## config.mk

```make
export PLATFORM = sky130hd
export DESIGN_NAME = tinyqv_slice_sequencer_flat
export DESIGN_NICKNAME = d
export VERILOG_FILES = /design/src/rtl/tinyqv_slice_sequencer_pkg.sv /design/src/rtl/tinyqv_slice_sequencer_if.sv /design/src/rtl/tinyqv_slice_sequencer_lane.sv /design/src/rtl/tinyqv_slice_sequencer.sv /design/src/flat_wrapper.sv
export SDC_FILE = /design/constraint.sdc
export NUM_CORES = 1
export LEC_CHECK = 0
export CELL_PAD_IN_SITES_DETAIL_PLACEMENT = 1
export CELL_PAD_IN_SITES_GLOBAL_PLACEMENT = 1
export CORE_AREA = 4 4 149 151
export CTS_CLUSTER_DIAMETER = 30
export DETAILED_ROUTE_END_ITERATION = 8
export DIE_AREA = 0 0 153 155
export PLACE_DENSITY_LB_ADDON = 0.1
export SLEW_MARGIN = 15
export SYNTH_ARGS = -nofsm -noshare
export SYNTH_HDL_FRONTEND = slang
export SYNTH_SLANG_ARGS = --single-unit
```

## constraint.sdc

```tcl
create_clock -name clk -period 2.08 [get_ports clk]
set_clock_uncertainty 0.05 [all_clocks]
set_input_delay 0.208 -clock clk [delete_from_list [all_inputs] [get_ports clk]]
set_output_delay 0.208 -clock clk [all_outputs]
set_load 0.05 [all_outputs]
```

## src/rtl/tinyqv_slice_sequencer_pkg.sv

```systemverilog
// Shared definitions for the slice sequencer:
// beat-count derivation and FSM state encoding.
package tinyqv_slice_pkg;

    typedef enum logic {
        ST_IDLE = 1'b0,
        ST_RUN  = 1'b1
    } state_e;

    function automatic int nbeats_of(input int word_w, input int slice_w);
        return word_w / slice_w;
    endfunction

    function automatic int cnt_w_of(input int nbeats);
        return $clog2(nbeats);
    endfunction

endpackage

```

## src/rtl/tinyqv_slice_sequencer_if.sv

```systemverilog
// Word/slice bus between parallel sources/sinks and the sequencer.
// master drives words and handshakes, slave is the sequencer.
interface tinyqv_slice_sequencer_if #(
    parameter int WORD_W  = 32,
    parameter int SLICE_W = 4,
    parameter int LANES   = 2
);
    import tinyqv_slice_pkg::*;

    localparam int CNT_W = cnt_w_of(nbeats_of(WORD_W, SLICE_W));

    logic                       start;
    logic                       stall;
    logic [LANES*WORD_W-1:0]    tx_word;
    logic [LANES*SLICE_W-1:0]   tx_slice;
    logic [LANES*SLICE_W-1:0]   rx_slice;
    logic [LANES*WORD_W-1:0]    rx_word;
    logic [LANES*WORD_W-1:0]    rx_word_bypass;
    logic [CNT_W-1:0]           cnt;
    logic                       busy;
    logic                       last;
    logic                       done;

    modport master (
        output start, stall, tx_word, rx_slice,
        input  tx_slice, rx_word, rx_word_bypass,
        input  cnt, busy, last, done
    );

    modport slave (
        input  start, stall, tx_word, rx_slice,
        output tx_slice, rx_word, rx_word_bypass,
        output cnt, busy, last, done
    );

endinterface

```

## src/rtl/tinyqv_slice_sequencer_lane.sv

```systemverilog
// One lane: tx word register with slice mux and
// rx reassembly register with slice demux.
module tinyqv_slice_lane #(
    parameter int WORD_W   = 32,
    parameter int SLICE_W  = 4,
    parameter int CNT_W    = 3,
    parameter int FREE_RUN = 0
) (
    input  logic               clk,
    input  logic               rstn,
    input  logic               capture,
    input  logic               consume,
    input  logic               busy,
    input  logic [CNT_W-1:0]   cnt,
    input  logic [WORD_W-1:0]  tx_word,
    input  logic [SLICE_W-1:0] rx_slice,
    output logic [SLICE_W-1:0] tx_slice,
    output logic [WORD_W-1:0]  rx_word,
    output logic [WORD_W-1:0]  rx_word_bypass
);
    localparam int NBEATS = WORD_W / SLICE_W;

    logic [WORD_W-1:0]  tx_reg;
    logic [WORD_W-1:0]  rx_reg;
    logic [WORD_W-1:0]  tx_src;
    logic [SLICE_W-1:0] tx_sel;

    // latch the outgoing word when a transfer starts
    always_ff @(posedge clk or negedge rstn) begin
        if (!rstn)
            tx_reg <= '0;
        else if (capture)
            tx_reg <= tx_word;
    end

    // drop each consumed rx slice into its beat position
    always_ff @(posedge clk or negedge rstn) begin
        if (!rstn) begin
            rx_reg <= '0;
        end else if (consume) begin
            for (int b = 0; b < NBEATS; b++)
                if (cnt == CNT_W'(b))
                    rx_reg[b*SLICE_W +: SLICE_W] <= rx_slice;
        end
    end

    // free-run lanes serialise the live word, others the captured one
    always_comb begin
        tx_src = (FREE_RUN != 0) ? tx_word : tx_reg;
        tx_sel = '0;
        for (int b = 0; b < NBEATS; b++)
            if (cnt == CNT_W'(b))
                tx_sel = tx_src[b*SLICE_W +: SLICE_W];
        tx_slice = busy ? tx_sel : '0;
    end

    assign rx_word        = rx_reg;
    assign rx_word_bypass = {rx_slice, rx_reg[WORD_W-SLICE_W-1:0]};

endmodule

```

## src/rtl/tinyqv_slice_sequencer.sv

```systemverilog
// Beat counter and transfer FSM shared by all lanes;
// per-lane slice (de)serialisation lives in tinyqv_slice_lane.
module tinyqv_slice_sequencer #(
    parameter int WORD_W   = 32,
    parameter int SLICE_W  = 4,
    parameter int LANES    = 2,
    parameter int FREE_RUN = 0
) (
    input logic                    clk,
    input logic                    rstn,
    tinyqv_slice_sequencer_if.slave bus
);
    import tinyqv_slice_pkg::*;

    localparam int NBEATS = nbeats_of(WORD_W, SLICE_W);
    localparam int CNT_W  = cnt_w_of(NBEATS);
    localparam logic [CNT_W-1:0] CNT_LAST = CNT_W'(NBEATS - 1);
    localparam state_e ST_RESET = (FREE_RUN != 0) ? ST_RUN : ST_IDLE;

    state_e           state, state_n;
    logic [CNT_W-1:0] cnt, cnt_n;
    logic             done, done_n;
    logic             busy, last, consume, capture;

    logic [SLICE_W-1:0] lane_tx  [LANES];
    logic [WORD_W-1:0]  lane_rx  [LANES];
    logic [WORD_W-1:0]  lane_byp [LANES];

    // state, beat counter and done pulse registers
    always_ff @(posedge clk or negedge rstn) begin
        if (!rstn) begin
            state <= ST_RESET;
            cnt   <= '0;
            done  <= 1'b0;
        end else begin
            state <= state_n;
            cnt   <= cnt_n;
            done  <= done_n;
        end
    end

    // next state: start in IDLE, advance on consumed beats, chain on last
    always_comb begin
        state_n = state;
        cnt_n   = cnt;
        done_n  = 1'b0;
        capture = 1'b0;
        unique case (state)
            ST_IDLE: begin
                if (bus.start && FREE_RUN == 0) begin
                    capture = 1'b1;
                    cnt_n   = '0;
                    state_n = ST_RUN;
                end
            end
            ST_RUN: begin
                if (!bus.stall) begin
                    cnt_n = cnt + CNT_W'(1);
                    if (cnt == CNT_LAST) begin
                        done_n = 1'b1;
                        if (FREE_RUN == 0) begin
                            if (bus.start)
                                capture = 1'b1;
                            else
                                state_n = ST_IDLE;
                        end
                    end
                end
            end
        endcase
    end

    // status outputs derived from the registers
    always_comb begin
        busy     = (state == ST_RUN);
        last     = busy && (cnt == CNT_LAST);
        consume  = busy && !bus.stall;
        bus.busy = busy;
        bus.last = last;
        bus.cnt  = cnt;
        bus.done = done;
    end

    for (genvar i = 0; i < LANES; i++) begin : g_lane
        tinyqv_slice_lane #(
            .WORD_W   (WORD_W),
            .SLICE_W  (SLICE_W),
            .CNT_W    (CNT_W),
            .FREE_RUN (FREE_RUN)
        ) u_lane (
            .clk            (clk),
            .rstn           (rstn),
            .capture        (capture),
            .consume        (consume),
            .busy           (busy),
            .cnt            (cnt),
            .tx_word        (bus.tx_word[i*WORD_W +: WORD_W]),
            .rx_slice       (bus.rx_slice[i*SLICE_W +: SLICE_W]),
            .tx_slice       (lane_tx[i]),
            .rx_word        (lane_rx[i]),
            .rx_word_bypass (lane_byp[i])
        );
    end

    // pack per-lane results onto the flat bus
    always_comb begin
        bus.tx_slice       = '0;
        bus.rx_word        = '0;
        bus.rx_word_bypass = '0;
        for (int i = 0; i < LANES; i++) begin
            bus.tx_slice[i*SLICE_W +: SLICE_W]     = lane_tx[i];
            bus.rx_word[i*WORD_W +: WORD_W]        = lane_rx[i];
            bus.rx_word_bypass[i*WORD_W +: WORD_W] = lane_byp[i];
        end
    end

endmodule

```

## src/flat_wrapper.sv

```systemverilog
// flat-port wrapper written by rule: the top's interface ports become plain ports
module tinyqv_slice_sequencer_flat import tinyqv_slice_pkg::*;
#(
    parameter int WORD_W   = 32,
    parameter int SLICE_W  = 4,
    parameter int LANES    = 2,
    parameter int FREE_RUN = 0
)
  (clk, rstn, bus_start, bus_stall, bus_tx_word, bus_rx_slice, bus_tx_slice, bus_rx_word, bus_rx_word_bypass, bus_cnt, bus_busy, bus_last, bus_done);
  tinyqv_slice_sequencer_if #(.WORD_W(WORD_W), .SLICE_W(SLICE_W), .LANES(LANES)) bus_i ();
  input logic clk;
  input logic rstn;
  input wire logic [$bits(bus_i.start)-1:0] bus_start;
  input wire logic [$bits(bus_i.stall)-1:0] bus_stall;
  input wire logic [$bits(bus_i.tx_word)-1:0] bus_tx_word;
  input wire logic [$bits(bus_i.rx_slice)-1:0] bus_rx_slice;
  output wire logic [$bits(bus_i.tx_slice)-1:0] bus_tx_slice;
  output wire logic [$bits(bus_i.rx_word)-1:0] bus_rx_word;
  output wire logic [$bits(bus_i.rx_word_bypass)-1:0] bus_rx_word_bypass;
  output wire logic [$bits(bus_i.cnt)-1:0] bus_cnt;
  output wire logic [$bits(bus_i.busy)-1:0] bus_busy;
  output wire logic [$bits(bus_i.last)-1:0] bus_last;
  output wire logic [$bits(bus_i.done)-1:0] bus_done;
  assign bus_i.start = bus_start;
  assign bus_i.stall = bus_stall;
  assign bus_i.tx_word = bus_tx_word;
  assign bus_i.rx_slice = bus_rx_slice;
  assign bus_tx_slice = bus_i.tx_slice;
  assign bus_rx_word = bus_i.rx_word;
  assign bus_rx_word_bypass = bus_i.rx_word_bypass;
  assign bus_cnt = bus_i.cnt;
  assign bus_busy = bus_i.busy;
  assign bus_last = bus_i.last;
  assign bus_done = bus_i.done;
  tinyqv_slice_sequencer #(.WORD_W(WORD_W), .SLICE_W(SLICE_W), .LANES(LANES), .FREE_RUN(FREE_RUN)) u_core (.clk(clk), .rstn(rstn), .bus(bus_i));
endmodule
```

### Word-level counts from Yosys, hierarchy flattened

Cells that the tools add are included.

* add/subtract/negate cells: 1
* $mul: 0
* divide/modulo/power cells: 0
* order comparisons: 0
* eq/ne operators: 9
* shifts and indexed selects: 0
* multiplexer cells: 31
* bitwise operators: 1
* reduce and logical (&&, ||, !) cells: 13

Operator list (count)
* 2-to-1 mux 4 bit: 18
* AND reduction 2 bit: 9
* == test 3 bit, second input constant: 4
* 2-to-1 mux 1 bit: 8
* == test 3 x 2 -> 1 bit, second input constant: 2
* 2-to-1 mux 3 bit: 2
* one-hot mux 3 bit (2 select lines): 1
* != test 2 bit, second input constant: 2
* one-hot mux 1 bit (2 select lines): 2
* adder 3 x 1 -> 3 bit, second input constant: 1
* == test 3 x 1 -> 1 bit, second input constant: 1
* logical NOT 3 bit: 1
* logical AND 1 bit: 2
* logical NOT 1 bit: 1
* NOT 1 bit: 1

* register bits: 133
* latch bits: 0
* memory bits (writable): 0
* memory bits (read-only): 0
* bits of input ports: 76
* memories kept: 0

### Depth between registers and ports, before layout

* word-level depth: 10
* depth in mapped cells: 8
* depth with buffers taken out: 6

### Hierarchy

A second synthesis with hierarchy kept.

* cells, all modules: 456
* area total of the unflattened synthesis: 6203.4 um^2

Modules (own cells, without submodules)
* tinyqv_slice_lane: instances 2, cells each 218, area an instance 2971.6 um^2, seq. area each 1601.5 um^2
* tinyqv_slice_sequencer: instances 1, cells each 20, area an instance 260.2 um^2, seq. area each 125.1 um^2

### Worst setup path before layout

No wires, ideal clock.

* kind: register to output
* from: register u_core.cnt[2], in the netlist u_core.bus.cnt[2]
* to: output bus_tx_slice[2]
* arrival time: 2885 ps
* data required time: 1822 ps
* path slack: -1063 ps
* cell stages (with the launch flop): 8
* buffers on the path: 2
* cells stage by stage: dfrtp_1 buf_2 inv_1 ha_1 clkbuf_1 nor2_1 a311oi_1 nor3_1

* longest elaborated chain between the ends: 10
* elaborated cells between the ends (all ways): 17
* those cells by class: eq/ne (7); mux (9); reduce/logical (1)

Ends and longest elaborated chain
* start, declared: line tinyqv_slice_sequencer.sv:21 `logic [CNT_W-1:0] cnt, cnt_n;`
* start signal, assigned: line tinyqv_slice_sequencer.sv:37 `cnt <= cnt_n;`
* logical NOT 3 bit: line tinyqv_slice_sequencer_lane.sv:52 `if (cnt == CNT_W'(b))`
* 2-to-1 mux 4 bit (7 in series): line tinyqv_slice_sequencer_lane.sv:52
* 2-to-1 mux 4 bit (*): line tinyqv_slice_sequencer_lane.sv:52
* 2-to-1 mux 4 bit (*): line tinyqv_slice_sequencer_lane.sv:54 `tx_slice = busy ? tx_sel : '0;`
* end, declared: line flat_wrapper.sv:17 `output wire logic [$bits(bus_i.tx_slice)-1:0] bus_tx_slice;`

Mark *: on every way between the ends. The rest lies on a longest branch, timed or not.

### Final worst setup path

* from: register u_core.cnt[0], in the netlist u_core.bus.cnt[0]
* to: output bus_tx_slice[2]

Same word-level chain as after synthesis.

==> insert_results.sql <==
INSERT INTO impl_metrics (metric_group, metric, value, unit) VALUES
('outcome', 'run_status', 'complete, but fails checks', ''),
('outcome', 'violations', 'setup timing', ''),
('logic_synthesis', 'mappedNetlistArea', '6200', 'µm²'),
('logic_synthesis', 'synthesis.nets', '552', ''),
('place', 'post-dp-hpwl', '14.6', 'mm'),
('detailed_routing', 'post-route-drc-count', '0', ''),
('logic_synthesis', 'synth_top_cell_area_share', '53.6', '%'),
('detailed_routing', 'drt-total-wl', '19.6', 'mm'),
('floorplan', 'core.rowCount', '53', ''),
('detailed_routing', 'drt-vias-per-instance', '4.64', ''),
('floorplan', 'die_area', '23700', 'µm²'),
('setup_path', 'crit_path_start_kind', 'flip-flop', ''),
('setup_path', 'critical_path_required', '1.82', 'ns'),
('final_layout', 'final_area', '10100', 'µm²'),
('cts', 'clock_sinks', '133', ''),
('sta', 'report.final.slew_viol_count', '0', ''),
('cts', 'cts.path.max_buffers', '2', ''),
('global_routing', 'largest_net_degree_at_the_start_of_global_routing', '49', ''),
('final_layout', 'final.fill_count', '2086', ''),
('detailed_routing', 'detail-route-antenna-nets', '0', ''),
('logic_synthesis', 'synth-edff-count', '0', ''),
('logic_synthesis', 'synth_ff_type', 'sky130_fd_sc_hd__dfrtp_1', ''),
('place', 'placement.cell_area', '8870', 'µm²'),
('setup_path', 'critical_path.endpoint_type', 'output port', ''),
('global_routing', 'gr-usage-all-layers', '15.9', '%'),
('logic_synthesis', 'synth.yosys.seq_area_share', '53.6', '%'),
('sta', 'rsz0062_at_grt', 'yes', ''),
('final_layout', 'area.growth.synth_to_final', '62.2', '%'),
('floorplan', 'io-pin-count', '218', ''),
('logic_synthesis', 'post_synth.cell_area_avg', '13.2', 'µm²'),
('setup_path', 'crit_path_cell_trace', 'inv_2 > ha_4 > nor2b_4 > buf_12 > buf_4 > a221oi_2 > a211oi_2 > nor3_4 > buf_12', ''),
('floorplan', 'die_h', '155', 'µm'),
('detailed_routing', 'drt_pre_antenna_iters', '5', ''),
('global_routing', 'antenna_found_initial', '0', ''),
('final_layout', 'final_nets', '753', ''),
('sta', 'post-route-worst-setup-slack', '-0.404', 'ns'),
('final_layout', 'seqCellArea', '3330', 'µm²'),
('sta', 'max_freq', '0.403', 'GHz'),
('detailed_routing', 'wl_per_cell', '20.5', 'µm'),
('detailed_routing', 'count_of_vias_placed_by_the_detailed_router', '4447', ''),
('floorplan', 'floorplan.die.width', '153', 'µm'),
('final_layout', 'multi_input_area', '2680', 'µm²'),
('sta', 'finalWorstPathRequiredPeriod', '2.48', 'ns'),
('logic_synthesis', 'synth_area_leaders', 'sky130_fd_sc_hd__dfrtp_1 (54%), sky130_fd_sc_hd__mux2_2 (23%), sky130_fd_sc_hd__buf_4 (7.9%), sky130_fd_sc_hd__buf_6 (1.5%), sky130_fd_sc_hd__a22o_1 (1.3%)', ''),
('place', 'pre_cts_setup_slack', '-0.0987', 'ns'),
('logic_synthesis', 'yosysWarningCount', '0', ''),
('global_routing', 'grt_pass1_vias', '4859', ''),
('sta', 'setup_viol', '8', ''),
('hold_path', 'type_of_the_most_critical_hold_path', 'in2async', ''),
('sta', 'period_utilization_post_route', '119', '%'),
('sta', 'worst-slew-pin-transition', '0.538', 'ns'),
('logic_synthesis', 'yosys.area.top_type', 'sky130_fd_sc_hd__dfrtp_1', ''),
('sta', 'hold_viol_final', '0', ''),
('global_routing', 'grt-ovfl-total', '0', ''),
('cts', 'cts_tree', 'done', ''),
('setup_path', 'worst_path_max_delay_cell', 'sky130_fd_sc_hd__dfrtp_2', ''),
('sta', 'totalNegativeSetupSlack', '-3.00', 'ns'),
('logic_synthesis', 'synth.top_cells.by_count', 'sky130_fd_sc_hd__dfrtp_1 (133), sky130_fd_sc_hd__mux2_2 (128), sky130_fd_sc_hd__buf_4 (65)', ''),
('setup_path', 'worst_path_largest_cell_delay', '0.44', 'ns'),
('place', 'gp_congestion', '0.781', ''),
('setup_path', 'critical_path_type', 'reg2out', ''),
('sta', 'maxSlewHeadroom', '64.0', '%'),
('logic_synthesis', 'yosys_register_bits', '133', ''),
('cts', 'number_of_buffers_added_by_the_clock_tree_synthesis_step', '17', ''),
('setup_path', 'critical-path-top-cell-by-count', 'sky130_fd_sc_hd__buf_12', ''),
('cts', 'cts.root.buffer_cell', 'sky130_fd_sc_hd__clkbuf_16', ''),
('flow_run', 'maxCapViolCount', '0', ''),
('logic_synthesis', 'yosysUniqueCellTypes', '26', ''),
('detailed_routing', 'detailedRoute.firstIterationViolations', '86', ''),
('logic_synthesis', 'ys_async_sr_fraction', '100', '%'),
('cts', 'cts.clk_slew.worst_paths', '0.06', 'ns');
==> final timing paths <==
| check | from | end | slack (ns) | cells past startpoint |
|---|---|---|---|---|
| min in group clk | bus_tx_word[34] | u_core.g_lane[1].u_lane.tx_reg[2]$_DFFE_PN0P_ | 0.35 | 2 |
| min | rstn | u_core.g_lane[1].u_lane.rx_word[7]$_DFFE_PN0P_ | 0.26 | 2 |
| max in group asynchronous | rstn | u_core.g_lane[1].u_lane.tx_reg[24]$_DFFE_PN0P_ | 1.03 | 3 |
| min reg2reg | u_core.g_lane[0].u_lane.tx_reg[9]$_DFFE_PN0P_ | u_core.g_lane[0].u_lane.tx_reg[9]$_DFFE_PN0P_ | 0.45 | 1 |
| max reg2reg | u_core.bus.cnt[0]$_DFFE_PN0P_ | u_core.g_lane[1].u_lane.tx_reg[17]$_DFFE_PN0P_ | 0.05 | 9 |
| max | u_core.bus.cnt[0]$_DFFE_PN0P_ | bus_tx_slice[2] | -0.40 | 9 |
==> area by class of cell <==
cell class,count,share of cell area [%]
clock buffers,19,4.40
clock inverters,12,1.77
inverters,20,0.796
multi-input cells,230,26.6
flip-flops and latches,133,33.1
well taps,275,3.42
repair buffers,269,29.9
==> worst max-delay path: cells and delay by family, from the launching register on <==
kind                     cells  cell delay (ns)
AND/OR/NAND/NOR              2             0.37
buffers and inverters        4             0.53
AO/OA/AOI/OAI                2             0.33
flip-flops                   1             0.44
adder cells (fa/ha/maj)      1             0.16
==> logic make-up (layout without fill, tap and decap cells) <==
| family | Yosys count | count (layout) | share of synthesized area [%] |
|---|---|---|---|
| simple gates | 40 | 40 | 3.55 |
| fa+ha+maj | 6 | 6 | 1.21 |
| compound gates | 56 | 56 | 6.84 |
| buf+inv | 107 | 320 | 11.5 |
| mux | 128 | 128 | 23.2 |
| flops | 133 | 133 | 53.6 |
==> stage by stage <==
stage	util (%)	hold slack, ns	cells
5_1_grt	48.3	0.298	958
6_report	48.3	0.257	958
3_5_place_dp	42.6	0.144	912
4_1_cts	46.4	0.279	946
2_1_floorplan	-	-0.138	470
3_3_place_gp	42.6	0.134	912
==> cells in the final DEF, fill, tap and decap left out, types with 3 or more instances in the layout <==
cell type and n:
sky130_fd_sc_hd__nand2b_1 10, sky130_fd_sc_hd__dfrtp_1 130, sky130_fd_sc_hd__nand2_1 7, sky130_fd_sc_hd__inv_1 17
sky130_fd_sc_hd__buf_12 27, sky130_fd_sc_hd__and3_1 3, sky130_fd_sc_hd__buf_4 26, sky130_fd_sc_hd__dfrtp_2 3
sky130_fd_sc_hd__clkinv_2 3, sky130_fd_sc_hd__a311oi_4 3, sky130_fd_sc_hd__a22o_1 9, sky130_fd_sc_hd__buf_6 10
sky130_fd_sc_hd__clkdlybuf4s50_1 195, sky130_fd_sc_hd__a221oi_2 6, sky130_fd_sc_hd__clkinv_4 3, sky130_fd_sc_hd__a311oi_2 5
sky130_fd_sc_hd__nor3_4 8, sky130_fd_sc_hd__bufinv_16 4, sky130_fd_sc_hd__clkbuf_16 23, sky130_fd_sc_hd__a221o_1 6
sky130_fd_sc_hd__mux2_4 26, sky130_fd_sc_hd__a211oi_2 7, sky130_fd_sc_hd__ha_4 5, sky130_fd_sc_hd__o21ai_0 10
sky130_fd_sc_hd__mux2_2 102
==> metal layers <==
metal  routed length (µm)  vias to the layer above  share of wire [%]  track usage [%]
met2                10100                      159                 51             27.8
met5                    0                        -                  0                0
met4                  359                        0                1.8             5.69
met1                 8030                     2258                 41             18.7
li1                     -                     2004                  -                -
met3                 1140                       26                5.8             4.70
==> repair_timing <==
| action | in CTS | in global routing |
|---|---|---|
| resized for setup | 31 | 42 |
| cloned | 0 | 8 |
| setup endpoints to repair | 73 | 73 |
| hold buffers | 1 | 0 |
| hold endpoints to repair | 45 | 0 |
| pin swaps | 12 | 13 |
| setup buffers | 2 | 4 |
Power is not shown: default switching activity piles up to over one toggle a cycle in this logic, so the estimate is an artifact.
